[config.mk]
export PLATFORM = sky130hd
export DESIGN_NAME = rob_commit_sched
export DESIGN_NICKNAME = d
export VERILOG_FILES = /design/src/rtl/rob_commit_sched_pkg.sv /design/src/rtl/rob_commit_sched_seq_ptr.sv /design/src/rtl/rob_commit_sched.sv
export SDC_FILE = /design/constraint.sdc
export NUM_CORES = 1
export LEC_CHECK = 0
export ABC_AREA = 0
export BUFFER_PORTS_ARGS = -buffer_cell sky130_fd_sc_hd__buf_4
export CAP_MARGIN = 20
export CORE_MARGIN = 2
export CORE_UTILIZATION = 40
export CTS_CLUSTER_DIAMETER = 40
export CTS_CLUSTER_SIZE = 16
export DETAILED_ROUTE_END_ITERATION = 8
export PLACE_DENSITY = 0.6
export SKIP_LAST_GASP = 1
export SLEW_MARGIN = 5
export SYNTH_ARGS = -nofsm -noshare
export SYNTH_HDL_FRONTEND = slang
export SYNTH_HIERARCHICAL = 1
export SYNTH_SLANG_ARGS = --single-unit
[constraint.sdc]
create_clock -name clk -period 4.8 [get_ports clk]
set_clock_uncertainty 0.2 [all_clocks]
set_input_delay 0.72 -clock clk [delete_from_list [all_inputs] [get_ports clk]]
set_output_delay 0.72 -clock clk [all_outputs]
set_load 0.1 [all_outputs]
[src/rtl/rob_commit_sched_pkg.sv]
// Shared window definition for the in-order commit scheduler, the ROB and
// the sequence-number arbiter.
//   depth()       : window depth D = 2**seq_num_bits
//   count_width() : width of an occupancy count covering 0..D inclusive
//   entry_t       : per-entry tracking state (allocated, completed)
package rob_commit_sched_pkg;

  localparam int SEQ_NUM_BITS_DFLT = 5;

  function automatic int depth(input int seq_num_bits);
    return 1 << seq_num_bits;
  endfunction

  // One extra bit so a completely full window (count == D) is representable.
  function automatic int count_width(input int seq_num_bits);
    return seq_num_bits + 1;
  endfunction

  typedef struct packed {
    logic alloc;
    logic done;
  } entry_t;

endpackage

[src/rtl/rob_commit_sched_seq_ptr.sv]
// Wrapping sequence-number pointer: counts modulo 2**p_bits when inc_en_i
// is high. Used for both the head (commit) and tail (allocate) pointers.
// Ports:
//   clk      : clock
//   rst      : synchronous active-high reset, returns the pointer to 0
//   inc_en_i : advance the pointer by one this cycle
//   ptr_o    : current (registered) pointer value
module rob_commit_sched_seq_ptr #(
  parameter int p_bits = 5
) (
  input  logic              clk,
  input  logic              rst,
  input  logic              inc_en_i,
  output logic [p_bits-1:0] ptr_o
);

  logic [p_bits-1:0] ptr_q;
  logic [p_bits-1:0] ptr_d;

  // Natural overflow of the p_bits-wide add gives the D-1 -> 0 wrap.
  always_comb begin
    ptr_d = ptr_q;
    if (inc_en_i) ptr_d = ptr_q + p_bits'(1);
  end

  always_ff @(posedge clk) begin
    if (rst) ptr_q <= '0;
    else     ptr_q <= ptr_d;
  end

  assign ptr_o = ptr_q;

endmodule

[src/rtl/rob_commit_sched.sv]
// In-order commit scheduler. Hands out sequence numbers in program order
// (tail), records completions against any in-flight entry, and commits the
// oldest entry (head) once it is done, at most one commit per cycle.
// Ports:
//   clk, rst          : clock, synchronous active-high reset
//   alloc_en          : decode consumes alloc_seq_num (legal only if alloc_rdy)
//   alloc_rdy         : window not full (registered count only)
//   alloc_seq_num     : next sequence number to hand out
//   complete_val      : completion notification valid
//   complete_seq_num  : sequence number that completed
//   commit_val        : head entry commits this cycle
//   commit_seq_num    : sequence number at the head
//   count             : in-flight entries, 0..D
//   empty             : count == 0
//   err               : sticky protocol error (alloc when full, bad completion)
module rob_commit_sched #(
  parameter int p_seq_num_bits = 5
) (
  input  logic                      clk,
  input  logic                      rst,
  input  logic                      alloc_en,
  output logic                      alloc_rdy,
  output logic [p_seq_num_bits-1:0] alloc_seq_num,
  input  logic                      complete_val,
  input  logic [p_seq_num_bits-1:0] complete_seq_num,
  output logic                      commit_val,
  output logic [p_seq_num_bits-1:0] commit_seq_num,
  output logic [p_seq_num_bits:0]   count,
  output logic                      empty,
  output logic                      err
);

  import rob_commit_sched_pkg::*;

  localparam int D  = depth(p_seq_num_bits);
  localparam int CW = count_width(p_seq_num_bits);
  localparam logic [CW-1:0] FULL_C = CW'(D);

  logic [p_seq_num_bits-1:0] head_q;
  logic [p_seq_num_bits-1:0] tail_q;
  logic [CW-1:0]             count_q;
  logic [CW-1:0]             count_d;
  entry_t                    entry_q [D];
  entry_t                    entry_d [D];
  logic                      err_q;
  logic                      err_d;

  logic alloc_acc;
  logic complete_ok;

  rob_commit_sched_seq_ptr #(.p_bits(p_seq_num_bits)) u_head_ptr (
    .clk      (clk),
    .rst      (rst),
    .inc_en_i (commit_val),
    .ptr_o    (head_q)
  );

  rob_commit_sched_seq_ptr #(.p_bits(p_seq_num_bits)) u_tail_ptr (
    .clk      (clk),
    .rst      (rst),
    .inc_en_i (alloc_acc),
    .ptr_o    (tail_q)
  );

  // Full/empty come from count alone; head == tail is ambiguous.
  assign alloc_rdy      = (count_q != FULL_C);
  assign alloc_seq_num  = tail_q;
  assign alloc_acc      = alloc_en && alloc_rdy;

  // The count guard masks stale done bits when the window is empty.
  assign commit_val     = (count_q != '0) && entry_q[head_q].done;
  assign commit_seq_num = head_q;

  assign complete_ok    = entry_q[complete_seq_num].alloc &&
                          !entry_q[complete_seq_num].done;

  assign count = count_q;
  assign empty = (count_q == '0);
  assign err   = err_q;

  // Commit, allocate and complete never target the same entry in one cycle:
  // head == tail with an accepted alloc implies an empty window (no commit),
  // and a completion can only hit an entry that is allocated and not done,
  // which excludes both the committing head and the newly allocated tail.
  always_comb begin
    entry_d = entry_q;
    if (commit_val) entry_d[head_q] = '{alloc: 1'b0, done: 1'b0};
    if (alloc_acc)  entry_d[tail_q] = '{alloc: 1'b1, done: 1'b0};
    if (complete_val && complete_ok) entry_d[complete_seq_num].done = 1'b1;
  end

  always_comb begin
    count_d = count_q;
    if (alloc_acc && !commit_val)      count_d = count_q + CW'(1);
    else if (!alloc_acc && commit_val) count_d = count_q - CW'(1);
  end

  assign err_d = err_q
               || (alloc_en && !alloc_rdy)
               || (complete_val && !complete_ok);

  always_ff @(posedge clk) begin
    if (rst) begin
      for (int i = 0; i < D; i++) entry_q[i] <= '0;
      count_q <= '0;
      err_q   <= 1'b0;
    end else begin
      entry_q <= entry_d;
      count_q <= count_d;
      err_q   <= err_d;
    end
  end

endmodule

# After elaboration in Yosys (flattened, before gate mapping)
# Index checks and enable logic that the tools add are counted.
[op_classes]
n_addsub = 4
bitwise_logic = 8
n_reduce_logical = 21
muxes = 18
n_eq_ne = 1
magnitude_cmp = 6
[op_table]
columns = ["operator", "n"]
rows = [
  ["2-to-1 mux 64 bit", 3],
  ["bitwise AND 64 bit", 1],
  ["bitwise mux 64 bit", 1],
  ["NOT 64 bit", 1],
  ["bitwise AND 32 bit", 1],
  ["NOT 32 bit", 1],
  ["OR 32 bit", 1],
  ["demux 2 bit (select 5 bit)", 3],
  ["binary-select mux 2 bit (select 5 bit)", 2],
  [">= comparator 6 bit, second input constant", 3],
  ["less-than comparator 6 x 1 -> 1 bit, second input constant", 3],
  ["NOT 5 -> 6 bit", 3],
  ["2-to-1 mux 6 bit", 2],
  ["logical AND 1 bit", 11],
  ["adder 5 x 1 -> 5 bit, second input constant", 2],
  ["2-to-1 mux 2 bit", 4],
  ["adder 6 x 1 -> 6 bit, second input constant", 1],
  ["logical NOT 6 bit", 1],
  ["inequality test 6 bit, second input constant", 1],
  ["nonzero test 6 bit", 1],
  ["subtractor 6 x 1 -> 6 bit, second input constant", 1],
  ["logical NOT 1 bit", 5],
  ["2-to-1 mux 1 bit", 3],
  ["logical OR 1 bit", 2],
  ["nonzero test 2 bit", 1],
]
[totals]
inputBits = 9
word_cells = 126
output_inout_bits = 20
register_bits = 81

# Depth between registers and ports, before layout
# Gate-level depths: netlist of the first run.
[logic_depth]
depth_word = 12
depth_mapped = 17
depth_no_buf = 15

# Hierarchy
# The synthesis of the first run kept the hierarchy.
[modules_own_cells]
columns = ["mod", "seq_area_each_um2", "cells_per_inst", "instances", "area_per_inst_um2"]
rows = [
  ["rob_commit_sched", 1421.4, 483, 1, 4159.0],
  ["rob_commit_sched_seq_ptr", 100.1, 22, 2, 247.7],
]

# Least setup slack after synthesis of the first run
# OpenSTA, ideal clock, no wires.
[synth_path]
path_type = "register -> register"
from = "register count_q[0] (netlist: count[0])"
to = "register count_q[5] (netlist: count[5])"
t_arrival_ns = 3.929
synth_period_minus_slack_ns = 4.253
setup_ns = 0.124
n_path_buf = 0
path_stages_with_launch = 14
required_time_ns = 4.476
setup_slack_ns = 0.547
path_cell_list = "dfxtp_1 -> or4_1 -> nor2_1 -> nand2_1 -> and2_1 -> ha_1 -> inv_1 -> ha_1 -> a21oi_1 -> nand2_1 -> a21o_1 -> nand2_1 -> a22oi_1 -> nand3b_1"
[synth_via]
elab_chain_len = 5
elab_cells_between_ends = 13
cone_classes = "add/sub (2); eq/ne (1); mux (2); reduce/logical (8)"
[synth_lines]
columns = ["item", "line_no", "text"]
rows = [
  ["start: declaration", "rob_commit_sched.sv:41", "logic [CW-1:0] count_q;"],
  ["start signal: assignment", "rob_commit_sched.sv:109", "count_q <= count_d;"],
  ["inequality test 6 bit *", "rob_commit_sched.sv:66", "assign alloc_rdy = (count_q != FULL_C);"],
  ["via alloc_rdy", "rob_commit_sched.sv:22", "output logic alloc_rdy,"],
  ["logical AND 1 bit *", "rob_commit_sched.sv:68", "assign alloc_acc = alloc_en && alloc_rdy;"],
  ["via alloc_acc", "rob_commit_sched.sv:48", "logic alloc_acc;"],
  ["logical NOT 1 bit", "rob_commit_sched.sv:95", "else if (!alloc_acc && commit_val) count_d = count_q - CW'(1);"],
  ["logical AND 1 bit", "rob_commit_sched.sv:95", ""],
  ["nonzero test 2 bit (no source line)", "n/a", ""],
]
# Mark *: on every way through the listed nets, which the timed path passes. The rest lies on a longest branch. The select of a mux whose other input is x is not followed.
# A chain may end at the register's enable or synchronous reset.

# Worst setup path in the final report of the first run
[layout_path]
from = "register u_head_ptr.ptr_q[4] (netlist: u_head_ptr/ptr_o[4])"
to = "output port commit_val"
[layout_via]
elab_chain_len = 5
[layout_lines]
columns = ["item", "line_no", "text"]
rows = [
  ["start: declaration", "rob_commit_sched_seq_ptr.sv:17", "logic [p_bits-1:0] ptr_q;"],
  ["start signal: assignment", "rob_commit_sched_seq_ptr.sv:28", "else ptr_q <= ptr_d;"],
  ["NOT 5 -> 6 bit (not written as such)", "rob_commit_sched.sv:71", "assign commit_val = (count_q != '0) && entry_q[head_q].done;"],
  ["binary-select mux 2 bit (select 5 bit)", "rob_commit_sched.sv:71", ""],
  ["2-to-1 mux 1 bit (not written as such) (2 in a row)", "rob_commit_sched.sv:71", ""],
  ["logical AND 1 bit", "rob_commit_sched.sv:71", ""],
  ["end: declaration", "rob_commit_sched.sv:26", "output logic commit_val,"],
]
# No other way between the ends. The select of a mux whose other input is x is not followed.

==> results of run 1 <==
==> layer usage <==
metal  global-route usage (%)  vias to the layer above
met3                     4.25                       43
li1                         -                     1974
met1                     30.3                     2061
met4                     11.0                        0
met2                     36.8                      180
met5                        0                        -
==> state kept, by name, summed over array words and instances, names as in the netlist <==
signal,count
u_tail_ptr/ptr_o,5
u_head_ptr/ptr_o,5
entry_q,64
count,6
err,1
==> cell families after synthesis <==
| kind of cell | Yosys count | synth area share [%] |
|---|---|---|
| compound gates | 168 | 24.5 |
| xor+xnor | 6 | 1.13 |
| fa+ha+maj | 9 | 2.58 |
| buf+inv | 50 | 5.78 |
| flops | 81 | 34.8 |
| mux | 41 | 13.4 |
| simple gates | 172 | 17.8 |
==> through the flow <==
step	hold WS, ps	cell area, um^2	std cells	util [%]
6_report	276	5200	682	45.7
5_1_grt	297	5200	682	45.7
3_3_place_gp	259	4860	666	42.8
4_1_cts	276	5200	682	45.7
3_5_place_dp	267	4860	666	42.8
2_1_floorplan	250	4650	527	-
==> layout make-up <==
type                       instances  area (um^2)  area share (%)
clock buffer                      11          233            4.48
clock inverter                     5          104            2.00
inverter                          13         48.8           0.939
multi-input combinational        396         2760            53.2
sequential                        81         1620            31.2
tap                              143          179            3.44
timing repair buffer              33          248            4.77
==> worst min-delay path by stage <==
stage                             endpoint  slack (ps)  depth (start not counted)
CTS                 entry_q[11]$_SDFF_PP0_         280                          2
global placement    entry_q[39]$_SDFF_PP0_         260                          2
detailed placement  entry_q[37]$_SDFF_PP0_         270                          2
global route        entry_q[55]$_SDFF_PP0_         300                          2
floorplan            entry_q[1]$_SDFF_PP0_         250                          2
finish              entry_q[17]$_SDFF_PP0_         280                          2
==> power groups by stage <==
stage,registers (mW),logic (mW),clock network [mW]
2_1_floorplan,0.939,0.364,0
3_3_place_gp,0.762,0.683,0
3_5_place_dp,0.765,0.688,0
4_1_cts,0.749,0.689,0.805
5_1_grt,0.755,0.733,0.827
6_report,0.749,0.691,0.795
==> cell usage in the layout, fill, tap and decap left out, drive strengths merged, types with 5 or more instances in the layout <==
cell type and count:
nand2b 8, inv 12, buf 33, ha 8, clkbuf 11, mux2 7
mux2i 19, a21oi 41, nor3 13, o2111ai 37, nor2b 9, mux4 15
o21ai 64, nand2 74, nand3 8, nand3b 7, dfxtp 81, nor2 33
nand4 5
==> critical path: cells and delay by family (launching register included) <==
kind	cells	cell delay, ps
AND/OR/NAND/NOR	2	930
AO/OA/AOI/OAI	3	870
flip-flops	1	530
buffers and inverters	1	370
==> results_dict.tcl, run 1 <==
set metrics [dict create \
    ir_drop_v 0.000349 \
    gp_congestion 0.906 \
    routed_wl_um 14400 \
    clkPwrFrac_pct 35.6 \
    ant_nets 0 \
    io_pins 29 \
    worst_skew_pair.late_latency_ps 340 \
    p_leak_nw 1.75 \
    cts_tree "done" \
    first_iter_violations 443 \
    viasPerCell 6.24 \
    route.met3.wl_um 957 \
    cp.arrival_ps 3020 \
    fp.dieW_um 112 \
    fillers 1109 \
    end_kind "output port" \
    clk_path_buf_depth 2 \
    initial_core_util_pct 40.9 \
    synth_top_area_cell "dfxtp_1" \
    grt_antenna_before_repair 0 \
    crit_end "commit_val" \
    rsz0062_at_grt "no" \
    synth-main-ff-cell "dfxtp_1" \
    outcome "completed" \
    numClockSinks 81 \
    grt_pass1_wl_um 22400 \
    crit_chain "or3b_1 > o22a_1 > o2111ai_4 > o21bai_1 > and2_1 > buf_4" \
    maxCapViolations 0 \
    finalWorstSetupSlack_ps 857 \
    drive_gt1_share_pct 15.8 \
    period_share_pct 82.1 \
    reg2reg_depth 14 \
    grt_use_total_pct 23.1 \
    clockRootBuffer "clkbuf_16" \
    swShare_pct 38.0 \
    wl_met2_um 6690 \
    p_switching_mw 0.850 \
    synthDominantCellAreaShare_pct 34.8 \
    fp.coreArea_um2 11400 \
    synth_commonest_cells "dfxtp_1, nand2_1, a21oi_1" \
    synth-edff-count 0 \
    cts_made_buffers 9 \
    slowest_stage "dfxtp_1" \
    crit_start "u_head_ptr/ptr_o[4]$_SDFFE_PP0P_" \
    rows 39 \
    first_pass_iters 5 \
    routed.top_layer "met4" \
    power_frac_comb_pct 30.9 \
    grt_overflow_total 0 \
    num_antenna_cells 0 \
    grt_max_degree 61 \
    finalSetupViolations 0 \
    slowest_delay_ps 530 \
    cp-start-kind "flop" \
    hp-start "entry_q[17]$_SDFF_PP0_" \
    hold_viol 0 \
    syn_nets 545 \
    power.internal_mw 1.38 \
    hold_buffers 0 \
    r2r_setup_slack_ps 980 \
    pre_cts_slack_ps 1020 \
    die_area_um2 12500 \
    power_frac_seq_pct 33.5 \
    wirelength_met1_um 6160 \
    clk_pin_slew_ps 60 \
    ys_types 54 \
    period_needed_ps 3940 \
    grt_pass1_vias 4106 \
    dpl.hpwl_um 9760 \
    crit_path_max_fanout 12 \
    area_growth_syn_to_layout_pct 11.7 \
    worstMarginPinSlew_ps 1120 \
    yosysMostFrequentCell "dfxtp_1" \
    wl_per_cell_um 21.0 \
    synth.avg_cell_area_um2 8.83 \
    drv_slew 0 \
    drc 0 \
    r2r_start "u_head_ptr/ptr_o[4]$_SDFFE_PP0P_" \
    portBuffers 28 \
    cts_setup_buffers 0 \
    finalSetupTns_ps 0 \
    synth_seq_cells 81 \
    required_ps 3880 \
    powerDensity_nw_per_um2 430 \
    criticalPathCategory "reg -> out" \
    power.total_mw 2.24 \
    synthCells 527 \
    async_reset_ff_share_pct 0 \
    synth_area_leaders "dfxtp_1, mux4_2, o2111ai_1" \
    die_y_um 112 \
    hold_class "reg -> reg" \
    ctsResizeCount 0 \
    yosysWarnings 6 \
    yosysSeqAreaShare_pct 34.8 \
    h-tree-depth 3 \
    netlist_area_um2 4650 \
    r2r_end "count[5]$_SDFFE_PP0P_" \
    nNetsFinal 552 \
    slew_headroom_pct 25.1 \
    dr_total_vias 4258 \
    timing.fmax_mhz 254 \
]
Power figures use the tool's default switching activity.
==> run 2, diff against run 1 <==
Settings changed: ABC_AREA 0 to 1.
Clock period 4.8 ns to 4.1 ns, I/O delays scaled along.
==> run 2 against run 1 <==
- combinational power down 47%
- final cell count up 69%
- first-iteration DRC count up 13%
- critical path type is now reg -> reg
==> results_dict.tcl, run 2 <==
set metrics [dict create \
    grt_antenna_before_repair 0 \
    synth.avg_cell_area_um2 5.62 \
    yosysWarnings 6 \
    io_pins 29 \
    yosysMostFrequentCell "nand2_1" \
    slowest_delay_ps 600 \
    synth-main-ff-cell "dfxtp_1" \
    finalInstanceArea_um2 5980 \
    first_iter_violations 501 \
    first_pass_iters 5 \
    criticalPathCategory "reg -> reg" \
    top_register "entry_q" \
    slowest_stage "nor3_1" \
    ys_types 28 \
    cts_tree "done" \
    ant_nets 0 \
    cp-start-kind "flop" \
    period_needed_ps 3550 \
    outcome "completed" \
    cts_made_buffers 9 \
    dr_total_vias 5494 \
    hold_class "in -> reg" \
    cp.arrival_ps 3640 \
    grt_pass1_vias 5033 \
    h-tree-depth 3 \
    powerDensity_nw_per_um2 351 \
    crit_path_max_fanout 9 \
    p_leak_nw 3.42 \
    portBuffers 28 \
    ir_drop_v 0.000302 \
    synth_top_area_cell "nand2_1" \
    die_area_um2 14400 \
    synth_commonest_cells "nand2_1, inv_1, dfxtp_1" \
    gp_congestion 0.909 \
    synth_area_leaders "nand2_1, dfxtp_1, inv_1" \
    yosysSeqAreaShare_pct 30.2 \
    fp.dieW_um 120 \
    required_ps 4200 \
    drive_gt1_share_pct 8.31 \
    synth_seq_cells 81 \
    rsz0062_at_grt "no" \
    viasPerCell 4.77 \
    synth-edff-count 0 \
    grt_pass1_wl_um 27000 \
    end_kind "flop" \
    routed_wl_um 16800 \
    synthCells 956 \
    syn_nets 974 \
    clk_pin_slew_ps 70 \
    timing.fmax_mhz 282 \
    hold_buffers 0 \
    grt_overflow_total 0 \
    finalSetupTns_ps 0 \
    dpl.hpwl_um 11300 \
    ctsResizeCount 0 \
    numClockSinks 81 \
    hold_viol 0 \
    drc 0 \
    grt_use_total_pct 24.4 \
    nNetsFinal 988 \
    place_area_um2 5650 \
    maxCapViolations 0 \
    power.total_mw 2.10 \
    die_y_um 120 \
    area_growth_syn_to_layout_pct 11.3 \
    initial_core_util_pct 40.7 \
    num_antenna_cells 0 \
    fp.coreArea_um2 13200 \
    netlist_area_um2 5370 \
    rows 42 \
    worstPathBufferInverterCount 2 \
    period_share_pct 86.5 \
    finalSetupViolations 0 \
    wl_per_cell_um 14.6 \
    slew_headroom_pct 25.5 \
    clk_path_buf_depth 2 \
    layout_common_cells "nand2_1, inv_1, dfxtp_1, nor2_1, buf_4" \
    layout_commonest_cell "nand2_1" \
    clockRootBuffer "clkbuf_16" \
    grt_max_degree 43 \
    cts_setup_buffers 0 \
    drv_slew 0 \
    worstMarginPinSlew_ps 1110 \
    async_reset_ff_share_pct 0 \
    critPathTopFamily "simple AND/OR/NAND/NOR gates" \
    synthDominantCellAreaShare_pct 36.1 \
    worst_skew_pair.late_latency_ps 360 \
    cp_common_cell "nand2_1" \
    largest_reg_flops 64 \
    crit_chain "inv_2 > nor3_1 > nand2_1 > nand2_1 > nor2_1 > nand2_2 > nand2_1 > ha_1 > inv_1 > ha_1 > nand2_1 > nand3_1 > a21o_1 > a21oi_1 > nor2_1 > nor2_1 > nand2_1 > nand2_1 > nand2_1 > nor2_1" \
]
[run 2: cell types whose count changed after synthesis, moves of 6 or more]
cell,previous run,this run
nand2_1,73,516
inv_1,12,132
o2111ai_1,32,0
nand4_1,1,32
a21oi_1,41,13
mux2i_1,19,0
mux4_2,15,0
inv_2,0,10
o21ai_1,40,30
nor2b_1,9,0
nand2b_1,8,0
nand3b_1,7,0
nor3_2,0,7
clkbuf_1,13,7
[run 2: through the flow]
stage | std cells | util, % | setup WS [ps] | hold slack (ps)
6_report | 1151 | 45.4 | 555 | 295
5_1_grt | 1151 | 45.4 | 160 | 291
4_1_cts | 1151 | 45.4 | 601 | 281
3_5_place_dp | 1135 | 42.8 | 630 | 310
3_3_place_gp | 1135 | 42.8 | 652 | 311
2_1_floorplan | 956 | - | 85.0 | 294
[run 2: final cells by class]
cell class / count / area [um^2]
clock buffer: 11 / 253
clock inverter: 5 / 77.6
timing repair buffer: 34 / 255
tap: 176 / 220
sequential: 81 / 1620
multi-input combinational: 700 / 3010
inverter: 144 / 543
fill: 1468 / 7210
[run 2: logic make-up after synthesis]
logic type	synth area share, %
AOI/OAI and AO/OA	6.12
DFF	30.2
buffers and inverters	13.8
and+or+nand+nor	47.2
adders and majority gates	2.24
xor gates and xnor gates	0.489
[run 2: path summary, 6_finish.rpt]
kind	slack, ps	from	to	cells past startpoint
min	300	rst	err$_SDFF_PP0_	2
max	550	u_head_ptr/ptr_o[2]$_SDFFE_PP0P_	count[5]$_SDFFE_PP0P_	20
min reg2reg	320	entry_q[7]$_SDFF_PP0_	entry_q[7]$_SDFF_PP0_	4
max reg2reg	550	u_head_ptr/ptr_o[2]$_SDFFE_PP0P_	count[5]$_SDFFE_PP0P_	20
[run 2: worst reg2reg max path: stages, from the launching register on]
cell and delay, ps:
dfxtp_1 520, inv_2 100, nor3_1 610, nand2_1 110, nand2_1 80, nor2_1 50, nand2_2 70, nand2_1 90
ha_1 280, inv_1 160, ha_1 280, nand2_1 80, nand3_1 110, a21o_1 170, a21oi_1 160, nor2_1 60
nor2_1 80, nand2_1 70, nand2_1 60, nand2_1 50, nor2_1 100
[run 2: routing by layer]
layer / track usage, % / vias up / share of wire (%)
met5: 0 / - / 0
met1: 32.9 / 2427 / 46
met2: 39.7 / 137 / 47
li1: - / 2912 / -
met3: 4.13 / 18 / 5.4
met4: 7.87 / 0 / 1.5
[run 2: power breakdown]
part / total [mW] / switching (mW) / internal [mW]
clock: 0.912 / 0.348 / 0.565
combinational: 0.365 / 0.287 / 0.0772
sequential: 0.821 / 0.0179 / 0.803
total: 2.10 / 0.653 / 1.44
